==> src/rtl/ahb_slv_pkg.sv <==
// Shared constants, FSM state encoding and the byte-enable decoder for the
// AHB-Lite SRAM responder.
package ahb_slv_pkg;

    localparam logic [1:0] HTRANS_IDLE   = 2'b00;
    localparam logic [1:0] HTRANS_BUSY   = 2'b01;
    localparam logic [1:0] HTRANS_NONSEQ = 2'b10;
    localparam logic [1:0] HTRANS_SEQ    = 2'b11;

    localparam logic [1:0] HRESP_OKAY  = 2'b00;
    localparam logic [1:0] HRESP_ERROR = 2'b01;

    localparam logic [2:0] HSIZE_BYTE = 3'd0;
    localparam logic [2:0] HSIZE_HALF = 3'd1;
    localparam logic [2:0] HSIZE_WORD = 3'd2;

    typedef enum logic [2:0] {
        ST_IDLE,
        ST_WR,
        ST_RD,
        ST_RWAIT,
        ST_CAP,
        ST_RESP,
        ST_ERR1,
        ST_ERR2
    } state_t;

    typedef struct packed {
        logic [3:0] be;
        logic       illegal;
    } be_dec_t;

    // Sizes above a word and misaligned half/word accesses are flagged illegal.
    function automatic be_dec_t be_decode(input logic [2:0] size, input logic [1:0] addr_lo);
        be_dec_t r;
        r.be      = 4'b0000;
        r.illegal = 1'b0;
        case (size)
            HSIZE_BYTE: r.be = 4'b0001 << addr_lo;
            HSIZE_HALF: begin
                r.be      = addr_lo[1] ? 4'b1100 : 4'b0011;
                r.illegal = addr_lo[0];
            end
            HSIZE_WORD: begin
                r.be      = 4'b1111;
                r.illegal = (addr_lo != 2'b00);
            end
            default: r.illegal = 1'b1;
        endcase
        return r;
    endfunction

endpackage

==> src/rtl/ahb_slv_chk.sv <==
// Address-phase legality check: window range, transfer size and alignment,
// together with the byte-enable pattern for the accepted transfer.
module ahb_slv_chk
    import ahb_slv_pkg::*;
#(
    parameter int ADDR_WID = 21,
    parameter int MEM_AW   = 12
) (
    input  logic [ADDR_WID-1:MEM_AW+2] addr_hi,
    input  logic [1:0]                 addr_lo,
    input  logic [2:0]                 hsize,
    output logic [3:0]                 be,
    output logic                       illegal
);

    be_dec_t dec;

    assign dec     = be_decode(hsize, addr_lo);
    assign be      = dec.be;
    assign illegal = dec.illegal | (|addr_hi);

endmodule

==> src/rtl/ahb_sram_slave.sv <==
// AHB-Lite responder in front of a single-port synchronous SRAM: zero-wait
// writes, fixed-latency reads and a two-cycle ERROR response.
module ahb_sram_slave
    import ahb_slv_pkg::*;
#(
    parameter int ADDR_WID = 21,
    parameter int MEM_AW   = 12,
    parameter int RD_WAIT  = 0
) (
    input  logic                hclk,
    input  logic                hrstn,
    input  logic                i_hsel,
    input  logic                i_hready,
    input  logic [ADDR_WID-1:0] i_haddr,
    input  logic [1:0]          i_htrans,
    input  logic                i_hwrite,
    input  logic [2:0]          i_hsize,
    input  logic [31:0]         i_hwdata,
    output logic                o_hready_resp,
    output logic [1:0]          o_hresp,
    output logic [31:0]         o_hrdata,
    output logic                o_mem_cs,
    output logic                o_mem_we,
    output logic [MEM_AW-1:0]   o_mem_addr,
    output logic [3:0]          o_mem_be,
    output logic [31:0]         o_mem_wdata,
    input  logic [31:0]         i_mem_rdata
);

    localparam logic [1:0] WAIT_LAST = (RD_WAIT > 0) ? 2'(RD_WAIT - 1) : 2'd0;

    state_t              state;
    state_t              state_nxt;
    logic [MEM_AW-1:0]   addr_q;
    logic [3:0]          be_q;
    logic [1:0]          wait_cnt;
    logic [31:0]         hrdata_q;
    logic [3:0]          chk_be;
    logic                chk_illegal;
    logic                open;
    logic                htrans_active;
    logic                accept;

    ahb_slv_chk #(
        .ADDR_WID (ADDR_WID),
        .MEM_AW   (MEM_AW)
    ) u_chk (
        .addr_hi (i_haddr[ADDR_WID-1:MEM_AW+2]),
        .addr_lo (i_haddr[1:0]),
        .hsize   (i_hsize),
        .be      (chk_be),
        .illegal (chk_illegal)
    );

    assign open          = (state == ST_IDLE) || (state == ST_WR) ||
                           (state == ST_RESP) || (state == ST_ERR2);
    assign htrans_active = (i_htrans == HTRANS_NONSEQ) || (i_htrans == HTRANS_SEQ);
    assign accept        = open & i_hsel & i_hready & htrans_active;

    always_ff @(posedge hclk or negedge hrstn) begin
        if (!hrstn) begin
            state <= ST_IDLE;
        end else begin
            state <= state_nxt;
        end
    end

    always_comb begin
        state_nxt     = state;
        o_hready_resp = 1'b0;
        o_hresp       = HRESP_OKAY;
        o_mem_cs      = 1'b0;
        o_mem_we      = 1'b0;
        case (state)
            ST_IDLE, ST_WR, ST_RESP, ST_ERR2: begin
                o_hready_resp = 1'b1;
                if (state == ST_WR) begin
                    o_mem_cs = 1'b1;
                    o_mem_we = 1'b1;
                end
                if (state == ST_ERR2) begin
                    o_hresp = HRESP_ERROR;
                end
                if (!accept) begin
                    state_nxt = ST_IDLE;
                end else if (chk_illegal) begin
                    state_nxt = ST_ERR1;
                end else if (i_hwrite) begin
                    state_nxt = ST_WR;
                end else begin
                    state_nxt = ST_RD;
                end
            end
            ST_RD: begin
                o_mem_cs  = 1'b1;
                state_nxt = (RD_WAIT > 0) ? ST_RWAIT : ST_CAP;
            end
            ST_RWAIT: begin
                if (wait_cnt == WAIT_LAST) begin
                    state_nxt = ST_CAP;
                end
            end
            ST_CAP: begin
                state_nxt = ST_RESP;
            end
            ST_ERR1: begin
                o_hresp   = HRESP_ERROR;
                state_nxt = ST_ERR2;
            end
            default: begin
                state_nxt = ST_IDLE;
            end
        endcase
    end

    // Address-phase fields are captured only on accept so they stay stable
    // through the whole data phase, including read wait states.
    always_ff @(posedge hclk or negedge hrstn) begin
        if (!hrstn) begin
            addr_q <= '0;
            be_q   <= 4'b0000;
        end else if (accept) begin
            addr_q <= i_haddr[MEM_AW+1:2];
            be_q   <= chk_be;
        end
    end

    always_ff @(posedge hclk or negedge hrstn) begin
        if (!hrstn) begin
            wait_cnt <= 2'd0;
        end else if (state == ST_RD) begin
            wait_cnt <= 2'd0;
        end else if (state == ST_RWAIT) begin
            wait_cnt <= wait_cnt + 2'd1;
        end
    end

    always_ff @(posedge hclk or negedge hrstn) begin
        if (!hrstn) begin
            hrdata_q <= 32'h0;
        end else if (state == ST_CAP) begin
            hrdata_q <= i_mem_rdata;
        end
    end

    assign o_hrdata    = hrdata_q;
    assign o_mem_addr  = addr_q;
    assign o_mem_be    = o_mem_cs ? be_q : 4'b0000;
    assign o_mem_wdata = o_mem_we ? i_hwdata : 32'h0;

endmodule

==> config.mk <==
export PLATFORM = sky130hd
export DESIGN_NAME = ahb_sram_slave
export DESIGN_NICKNAME = d
export VERILOG_FILES = /design/src/rtl/ahb_slv_pkg.sv /design/src/rtl/ahb_slv_chk.sv /design/src/rtl/ahb_sram_slave.sv
export SDC_FILE = /design/constraint.sdc
export NUM_CORES = 1
export LEC_CHECK = 0
export ABC_AREA = 1
export CAP_MARGIN = 5
export CORE_UTILIZATION = 33
export CTS_BUF_LIST = sky130_fd_sc_hd__clkbuf_4
export CTS_CLUSTER_DIAMETER = 40
export DETAILED_ROUTE_END_ITERATION = 6
export PLACE_DENSITY_LB_ADDON = 0.1
export SYNTH_ARGS = -nofsm -noshare
export SYNTH_HDL_FRONTEND = slang
export SYNTH_HIERARCHICAL = 1
export SYNTH_SLANG_ARGS = --single-unit
==> constraint.sdc <==
create_clock -name hclk -period 1.29 [get_ports hclk]
set_input_delay 0.387 -clock hclk [delete_from_list [all_inputs] [get_ports hclk]]
set_output_delay 0.387 -clock hclk [all_outputs]
set_load 0.01 [all_outputs]
==> impl_summary.txt, run 1 <==
----------------------------------------------------
[Setup path]
  Crit path buf inv count ... 4
  Startpoint type of the worst setup path ... flip-flop
  Kind of end point of the critical path ... output port
  Critical-path cell with the highest stage delay ... sky130_fd_sc_hd__dfrtp_2
  Endpoint arrival time on the critical path ... 1.63 ns
  Register-to-register setup slack ... -0.44 ns
  Worst setup path class ... reg -> out
  Critical path peak fanout ... 4
  Critical path's largest stage delay ... 0.46 ns
  CP delay by family, top ... flip-flops
  Worst-path cell chain ... buf_6, inv_2, nand2_4, nor2_4, nor2_4, buf_6, nor2_2, buf_2
  Worst path required time ... around 0.9 ns

[Detailed routing]
  Number of vias per cell after detailed routing ... 4.67
  Overall routed net length ... 10.3 mm
  Number of DRC violations after detailed-routing iteration 0 ... 55
  Total DRC errors in the routed layout ... 0
  Remaining antenna violation count ... 0
  Count of TritonRoute iterations in the first routing pass ... 4
  DR vias ... 3285
  Post-DR wirelength/cell ... around 15 um

[Layout]
  Number of fill cells in the layout ... around 560
  Layout overhead on the synthesized area ... 122%
  Register area ... 1330 sq um
  Utilization after layout ... between 70% and 80%
  Multi-input gate area ... 1730 sq um
  Area of all placed cells without fillers ... 5970 sq um
  Antenna Cells ... 0
  Number of nets in the layout ... 696
  Layout cells sized above 1 ... 49.4%

[Synth]
  Synthesized Nets ... 462
  Number of warning messages in the yosys log ... 6
  #FFs+latches synth ... 53
  Mean post-synth cell area ... 7.35 sq um
  Number of distinct standard cells referenced by the synthesized netlist ... 20
  Synthesized instance count ... 366
  Proportion of synthesized chip area in sequential cells ... between 40 and 50%
  Cell Area, Synth ... 2690 sq um
  Ys flop type ... sky130_fd_sc_hd__dfrtp_1
  Number of enable flip-flop cells after synthesis ... 0
  Share of flip-flops with an asynchronous set or reset after synthesis ... 100%

[Clocking]
  Clock tree sinks ... 53
  Clock tree buffer depth ... 2
  CTS buffer count ... 5
  CTS H-tree lvls ... 2
  Clock network latency to the later pin of the worst-skew pair ... 0.37 ns
  Clock root buffer ... sky130_fd_sc_hd__clkbuf_4
  Clock transition at the register clock pins on the worst setup and hold paths after CTS ... 0.16 ns
  Clock tree from TritonCTS ... done

[Die]
  Floorplan Core Area ... 7810 sq um
  Floorplan die height ... slightly above 90 um
  Total Die Area ... ~8500 sq um
  Initial standard-cell utilization of the core ... about a third
  Placement Rows ... 32
  Die extent in x ... 92.3 um
  I/O pins ... 180

[GRT]
  Vias in the first global route ... between 3k and 4k
  Antenna violations before repair ... 0
  Total GRT Usage ... 22.4%
  Gr ovfl total ... 0
  Maximum number of pins on one net before global-route repair ... 54
  First-pass GRT wire length ... 15.2 mm

[Power]
  P_leak ... 0.00298 uW
  Total power divided by cell area ... around 2100 nW/um^2
  Maximum resistive drop on vdd ... around 1100 uV

[Timing]
  Final critical delay including setup and external delays ... 2.02 ns
  Final number of setup-violating endpoints ... about 130
  Final-report max-slew violation count ... 0
  Highest achievable clock rate ... 496 MHz
  Final-report hold violation count ... 0
  Setup repair after global routing missed its margin ... yes
  Fin crit share ... 156%
  Final total negative setup slack ... -44.12 ns
  Post-route worst setup slack ... -0.725 ns
  Final clock skew ... ~0.0084 ns
  Hold Slack ... 0.494 ns

[Run status]
  Result of the run ... finished, violations left
  Violated checks ... setup timing

[Place]
  DP Worst Slack ... -0.657 ns
  RD Place Congestion ... 0.750
  Half-perimeter wire length after detailed placement ... 6.16 mm
  Number of buffer cells added on primary ports ... 177
  Area of placed instances ... 4810 sq um

[Worst hold path]
  Worst min-delay path category ... reg -> reg

[Flow run]
  Number of max-cap violations ... 0

----------------------------------------------------
## state kept, by name, summed over array words and instances (netlist names)
name        flops
o_hrdata       32
o_mem_addr     12
be_q            4
state           3
wait_cnt        2
## what timing repair did
action,CTS,global route
setup buffers,19,24
gates cloned,7,4
hold buffers,1,0
setup endpoints to repair,135,137
pin swaps,2,39
endpoints found under the hold margin,42,0
resized for setup,384,185
## layer usage
layer	GRT usage, %	part of all wire [%]
met1	27.8	40
met4	3.91	0.78
met2	41.2	55
met3	3.57	4.3
met5	0	0
## worst reg2reg max path, stage by stage, from the launching register on
cell and delay [ns]:
sky130_fd_sc_hd__dfrtp_2 0.46, sky130_fd_sc_hd__buf_6 0.13, sky130_fd_sc_hd__buf_6 0.11, sky130_fd_sc_hd__buf_6 0.11, sky130_fd_sc_hd__buf_6 0.12, sky130_fd_sc_hd__nand2_4 0.07, sky130_fd_sc_hd__buf_8 0.13, sky130_fd_sc_hd__buf_12 0.11
sky130_fd_sc_hd__nand3_4 0.10, sky130_fd_sc_hd__clkbuf_16 0.19, sky130_fd_sc_hd__nand2_2 0.06, sky130_fd_sc_hd__nand2_1 0.05
## cell usage in the layout (no fill, tap or decap), types with 2 or more instances in the layout
master                            synthesis  layout
sky130_fd_sc_hd__nand2_2                  3      38
sky130_fd_sc_hd__nor2_4                   0      34
sky130_fd_sc_hd__buf_4                    4      33
sky130_fd_sc_hd__nand2_4                  0      19
sky130_fd_sc_hd__nand2_1                114      59
sky130_fd_sc_hd__nor2_1                  51      10
sky130_fd_sc_hd__nand4_1                 17      17
sky130_fd_sc_hd__buf_6                    3      58
sky130_fd_sc_hd__clkdlybuf4s50_1          0      92
sky130_fd_sc_hd__nor3_4                   0       2
sky130_fd_sc_hd__buf_16                   0       4
sky130_fd_sc_hd__nand3_1                 43      20
sky130_fd_sc_hd__buf_12                   0      10
sky130_fd_sc_hd__nand3_2                  1      20
sky130_fd_sc_hd__clkbuf_16                0       4
sky130_fd_sc_hd__inv_1                   49      46
sky130_fd_sc_hd__nor2_2                   3      10
sky130_fd_sc_hd__inv_2                    6       7
sky130_fd_sc_hd__dfrtp_1                 53      52
sky130_fd_sc_hd__nand3_4                  0       4
sky130_fd_sc_hd__clkbuf_4                 0       5
sky130_fd_sc_hd__buf_8                    0       3
sky130_fd_sc_hd__buf_2                    6      39
## metrics by stage
| stage | power (uW) | cells |
|---|---|---|
| 6_report | 12300 | 703 |
| 5_1_grt | 13100 | 703 |
| 4_1_cts | 10500 | 684 |
| 3_5_place_dp | 8360 | 650 |
| 3_3_place_gp | 8280 | 650 |
| 2_1_floorplan | 5360 | 366 |
## where the power goes
| part | internal [uW] | leakage [uW] | switching [uW] |
|---|---|---|---|
| logic | 4410 | 0.00228 | 3960 |
| clock network | 402 | 0.0000389 | 534 |
| registers | 2440 | 0.000660 | 578 |
## area by class of cell
cell class,instances,area share [%]
clock buffers,5,0.628
inverters,55,3.71
clock inverters,3,0.691
multi-input cells,240,28.9
well taps,102,2.14
flip-flops and latches,53,22.2
repair buffers,245,41.7
## worst paths after layout
kind	start	end	cells past startpoint
worst max-delay path	state[2]	o_mem_be[2]	8
worst min-delay path	o_hrdata[22]	o_hrdata[22]	2
worst max register to register	state[2]	be_q[2]	11
worst min register to register	o_hrdata[22]	o_hrdata[22]	2
max in group asynchronous	hrstn	state[2]	3
min in group asynchronous	hrstn	o_hrdata[11]	3
## synthesized netlist by cell type, types with 3 or more instances
| cell type | instances | area (sq um) |
|---|---|---|
| sky130_fd_sc_hd__clkbuf_1 | 5 | 18.8 |
| sky130_fd_sc_hd__nand2_1 | 114 | 428 |
| sky130_fd_sc_hd__inv_1 | 49 | 184 |
| sky130_fd_sc_hd__nor2_2 | 3 | 18.8 |
| sky130_fd_sc_hd__buf_2 | 6 | 30.0 |
| sky130_fd_sc_hd__nor2_1 | 51 | 191 |
| sky130_fd_sc_hd__nand3_1 | 43 | 215 |
| sky130_fd_sc_hd__dfrtp_1 | 53 | 1330 |
| sky130_fd_sc_hd__inv_2 | 6 | 22.5 |
| sky130_fd_sc_hd__nand2_2 | 3 | 18.8 |
| sky130_fd_sc_hd__nand4_1 | 17 | 106 |
| sky130_fd_sc_hd__buf_6 | 3 | 33.8 |
| sky130_fd_sc_hd__buf_4 | 4 | 30.0 |
## kinds of logic (layout without fill, tap and decap cells)
logic type / Yosys count / count (layout) / share of synthesized area, %
adder cells (fa/ha/maj): 1 / 1 / 0.465
flip-flops: 53 / 53 / 49.3
AO/OA/AOI/OAI: 3 / 3 / 0.558
AND/OR/NAND/NOR: 235 / 235 / 37.7
buffers and inverters: 73 / 308 / 11.9
other: 1 / 1 / 0.139
No activity file was read; power rests on OpenSTA's default activity.
==> inputs of run 2 (changes only) <==
Settings changed: ABC_AREA 1 to default, CELL_PAD_IN_SITES_DETAIL_PLACEMENT from default to 0, CELL_PAD_IN_SITES_GLOBAL_PLACEMENT from default to 1, CORE_UTILIZATION 33 to 23.
==> run 2 against run 1 <==
Effect of this change:
- the flow still finishes with violations (setup timing)
- hold slack worse by 0.11 ns
- combinational power is 18% lower
- final cell count is 20% lower
- global-route usage is 7.9 points lower
- wire length is 18% lower
==> impl_summary.txt, run 2 <==
----------------------------------------------------
[Run status]
  Result of the run ... finished, violations left (unchanged)
  Violated checks ... setup timing (unchanged)

[Setup path]
  Kind of end point of the critical path ... output port (unchanged)
  Worst-path cell chain ... or2_4, nor2_4, buf_12, clkbuf_16, and2_4, buf_6 (was buf_6, inv_2, nand2_4, nor2_4, nor2_4, buf_6, nor2_2, buf_2)
  Worst setup path class ... reg -> out (unchanged)
  Crit path buf inv count ... 3 (was 4)
  Critical-path cell with the highest stage delay ... sky130_fd_sc_hd__dfrtp_1 (was sky130_fd_sc_hd__dfrtp_2)
  Worst path required time ... 0.90 ns (about the same)
  Critical path's largest stage delay ... 0.41 ns (was 0.46 ns)
  CP delay by family, top ... simple AND/OR/NAND/NOR gates (was flip-flops)
  Register-to-register setup slack ... -0.52 ns (was -0.44 ns)
  Startpoint type of the worst setup path ... flip-flop (unchanged)
  Launch instance of the worst register-to-register path ... state[1] (was state[2])
  Critical path peak fanout ... 8 (was 4)
  Worst-case reg-to-reg path depth ... 8 (was 11)
  Reg-to-reg critical path endpoint ... o_hrdata[11] (was be_q[2])
  Endpoint arrival time on the critical path ... 1.66 ns (was 1.63 ns)

[Layout]
  Commonest non-fill, non-tap cell in the layout ... sky130_fd_sc_hd__clkdlybuf4s50_1 (unchanged)
  Area of all placed cells without fillers ... 5160 sq um (was 5970 sq um)
  Layout cells sized above 1 ... 54.4% (was 49.4%)
  Antenna Cells ... 0 (unchanged)
  Number of cells in the finished layout apart from fillers ... 564 (was 703)
  Layout overhead on the synthesized area ... 105% (was 122%)
  Number of nets in the layout ... 523 (was 696)
  Most frequent cells in the layout ... 80 x sky130_fd_sc_hd__clkdlybuf4s50_1, 53 x sky130_fd_sc_hd__dfrtp_1, 49 x sky130_fd_sc_hd__buf_6 (was 92 x sky130_fd_sc_hd__clkdlybuf4s50_1, 59 x sky130_fd_sc_hd__nand2_1, 58 x sky130_fd_sc_hd__buf_6)
  Number of flip-flops in the largest register ... 32 (unchanged)

[Flow run]
  Number of max-cap violations ... 0 (unchanged)

[Detailed routing]
  Number of DRC violations after detailed-routing iteration 0 ... 76 (was 55)
  Count of TritonRoute iterations in the first routing pass ... 4 (unchanged)
  DR vias ... 2375 (was 3285)
  Post-DR wirelength/cell ... 15.0 um (was 14.7 um)
  Number of vias per cell after detailed routing ... 4.21 (was 4.67)
  Overall routed net length ... 8.46 mm (was 10.3 mm)
  Remaining antenna violation count ... 0 (unchanged)
  Total DRC errors in the routed layout ... 0 (unchanged)

[Clocking]
  Clock network latency to the later pin of the worst-skew pair ... 0.37 ns (about the same)
  Clock transition at the register clock pins on the worst setup and hold paths after CTS ... 0.15 ns (was 0.16 ns)
  CTS buffer count ... 5 (unchanged)
  Clock tree buffer depth ... 2 (unchanged)
  Clock tree sinks ... 53 (unchanged)
  CTS H-tree lvls ... 2 (unchanged)
  Clock tree from TritonCTS ... done (unchanged)
  Clock root buffer ... sky130_fd_sc_hd__clkbuf_4 (unchanged)

[GRT]
  Antenna violations before repair ... 0 (unchanged)
  First-pass GRT wire length ... 12.8 mm (was 15.2 mm)
  Maximum number of pins on one net before global-route repair ... 29 (was 54)
  Total GRT Usage ... 14.5% (was 22.4%)
  Gr ovfl total ... 0 (unchanged)
  Vias in the first global route ... 2450 (was 3062)

[Timing]
  Post-route worst setup slack ... -0.755 ns (was -0.725 ns)
  Final number of setup-violating endpoints ... 131 (was 133)
  Final-report hold violation count ... 0 (unchanged)
  Final-report max-slew violation count ... 0 (unchanged)
  Final clock skew ... 0.00976 ns (was 0.00845 ns)
  Setup repair after global routing missed its margin ... yes (unchanged)
  Hold Slack ... 0.389 ns (was 0.494 ns)
  Final critical delay including setup and external delays ... 2.04 ns (was 2.02 ns)
  Highest achievable clock rate ... 489 MHz (was 496 MHz)
  Fin crit share ... 158% (was 156%)

[Place]
  RD Place Congestion ... 0.690 (was 0.750)
  Placed Cells incl. Taps ... 525 (was 650)
  Half-perimeter wire length after detailed placement ... 5.75 mm (was 6.16 mm)
  Number of buffer cells added on primary ports ... 177 (unchanged)
  Area of placed instances ... 4620 sq um (was 4810 sq um)

[Synth]
  Area share of the leading cell type in the synthesized netlist ... 52.6% (was 49.3%)
  Dominant cells by area after synthesis ... sky130_fd_sc_hd__dfrtp_1 53%, sky130_fd_sc_hd__mux2_2 17%, sky130_fd_sc_hd__and2_1 9.2% (was sky130_fd_sc_hd__dfrtp_1 49%, sky130_fd_sc_hd__nand2_1 16%, sky130_fd_sc_hd__nand3_1 8.0%)
  Synthesized instance count ... 201 (was 366)
  Number of warning messages in the yosys log ... 6 (unchanged)
  #FFs+latches synth ... 53 (unchanged)
  Commonest cells in the netlist ... 53 x sky130_fd_sc_hd__dfrtp_1, 38 x sky130_fd_sc_hd__mux2_2, 37 x sky130_fd_sc_hd__and2_1, 10 x sky130_fd_sc_hd__mux2_4 (was 114 x sky130_fd_sc_hd__nand2_1, 53 x sky130_fd_sc_hd__dfrtp_1, 51 x sky130_fd_sc_hd__nor2_1, 49 x sky130_fd_sc_hd__inv_1, 43 x sky130_fd_sc_hd__nand3_1)
  Most area-hungry cell type in the Yosys netlist ... sky130_fd_sc_hd__dfrtp_1 (unchanged)
  Share of flip-flops with an asynchronous set or reset after synthesis ... 100% (unchanged)
  Mean post-synth cell area ... 12.5 sq um (was 7.35 sq um)
  Ys flop type ... sky130_fd_sc_hd__dfrtp_1 (unchanged)
  Proportion of synthesized chip area in sequential cells ... 52.6% (was 49.3%)
  Number of distinct standard cells referenced by the synthesized netlist ... 32 (was 20)
  Most frequently used cell type in the post-synthesis netlist ... sky130_fd_sc_hd__dfrtp_1 (was sky130_fd_sc_hd__nand2_1)
  Number of enable flip-flop cells after synthesis ... 0 (unchanged)
  Synthesized Nets ... 297 (was 462)
  Cell Area, Synth ... 2520 sq um (was 2690 sq um)

[Die]
  Placement Rows ... 37 (was 32)
  Floorplan Core Area ... 10500 sq um (was 7810 sq um)
  I/O pins ... 180 (unchanged)
  Die extent in x ... 107 um (was 92.3 um)
  Floorplan die height ... 107 um (was 92.3 um)
  Initial standard-cell utilization of the core ... 24.1% (was 34.5%)
  Total Die Area ... 11400 sq um (was 8520 sq um)

[Power]
  Combinational group share of total power ... 64.5% (was 67.9%)
  Part of the power in registers ... 28.2% (was 24.5%)
  Pint ... 7180 uW (was 7250 uW)
  Switching power of the nets ... 3500 uW (was 5070 uW)
  Switching part of the total ... 32.8% (was 41.1%)
  Maximum resistive drop on vdd ... 1020 uV (was 1090 uV)
  Fraction of power consumed by the clock network ... 7.3% (was 7.6%)
  P_leak ... 0.00247 uW (was 0.00298 uW)
  Total power divided by cell area ... 2070 nW/um^2 (was 2060 nW/um^2)

[Worst hold path]
  Worst min-delay path category ... in -> async (was reg -> reg)

----------------------------------------------------
-- run 2: changes by cell type in the layout (fill, tap and decap cells not counted), sizes merged, moves of 12 or more --
cell           change
mux2              +48
nand3             -42
and2              +37
inv               -48
nand4             -17
clkdlybuf4s50     -12
nor2              -50
nand2            -111
-- run 2: layout make-up --
type                    instances  area (sq um)
repair buffers                230          2210
well taps                     136           170
inverters                       6          22.5
clock buffers                   6          45.0
fillers                       961          5300
flip-flops and latches         53          1330
multi-input cells             131          1370
clock inverters                 2          13.8
-- run 2: power groups by stage --
stage	registers (uW)	logic [uW]	clock network [uW]
global placement	2950	5350	0
finish	3010	6890	780
detailed placement	2990	5350	0
global route	3100	7360	897
floorplan	3260	2180	0
CTS	2980	6410	845
-- run 2: per-layer routing --
layer,vias up,track usage (%),wire (um)
li1,1128,-,-
met1,1119,16.3,3220
met2,124,25.4,4240
met3,4,6.20,944
met4,0,2.94,58
met5,-,0,0
-- run 2: repair_timing --
action                                  4_1_cts  5_1_grt
endpoints found under the setup margin      135      135
setup buffers                                13       16
endpoints found under the hold margin         6        0
cloned                                        5        1
hold buffers                                  1        0
pin swaps                                    17       19
gates resized for setup                     428       51
-- run 2: logic make-up after synthesis --
family | share of synthesized area, %
simple gates | 14.9
flops | 52.6
mux | 22.9
compound gates | 4.72
buf+inv | 4.22
fa+ha+maj | 0.496
other cells | 0.149
-- run 2: worst max-delay path by stage --
stage               slack (ns)  cells past startpoint     start         endpoint
finish                   -0.75                      6  state[2]  o_mem_wdata[17]
global route             -0.84                      6  state[2]  o_mem_wdata[17]
CTS                      -0.81                      6  state[1]  o_mem_wdata[15]
detailed placement       -0.71                      5  state[1]  o_mem_wdata[17]
global placement         -0.70                      5  state[0]      o_mem_be[2]
floorplan                -0.29                      5  state[2]  o_mem_wdata[10]
-- run 2: per-stage QoR --
stage          setup TNS, ns  power, uW  util, %  worst slack, ns
2_1_floorplan         -19.10       5440        -           -0.293
5_1_grt               -59.85      11400     49.3           -0.837
6_report              -50.42      10700     49.3           -0.755
3_3_place_gp          -43.04       8300     44.1           -0.701
4_1_cts               -55.68      10200     46.4           -0.810
3_5_place_dp          -43.71       8340     44.1           -0.709
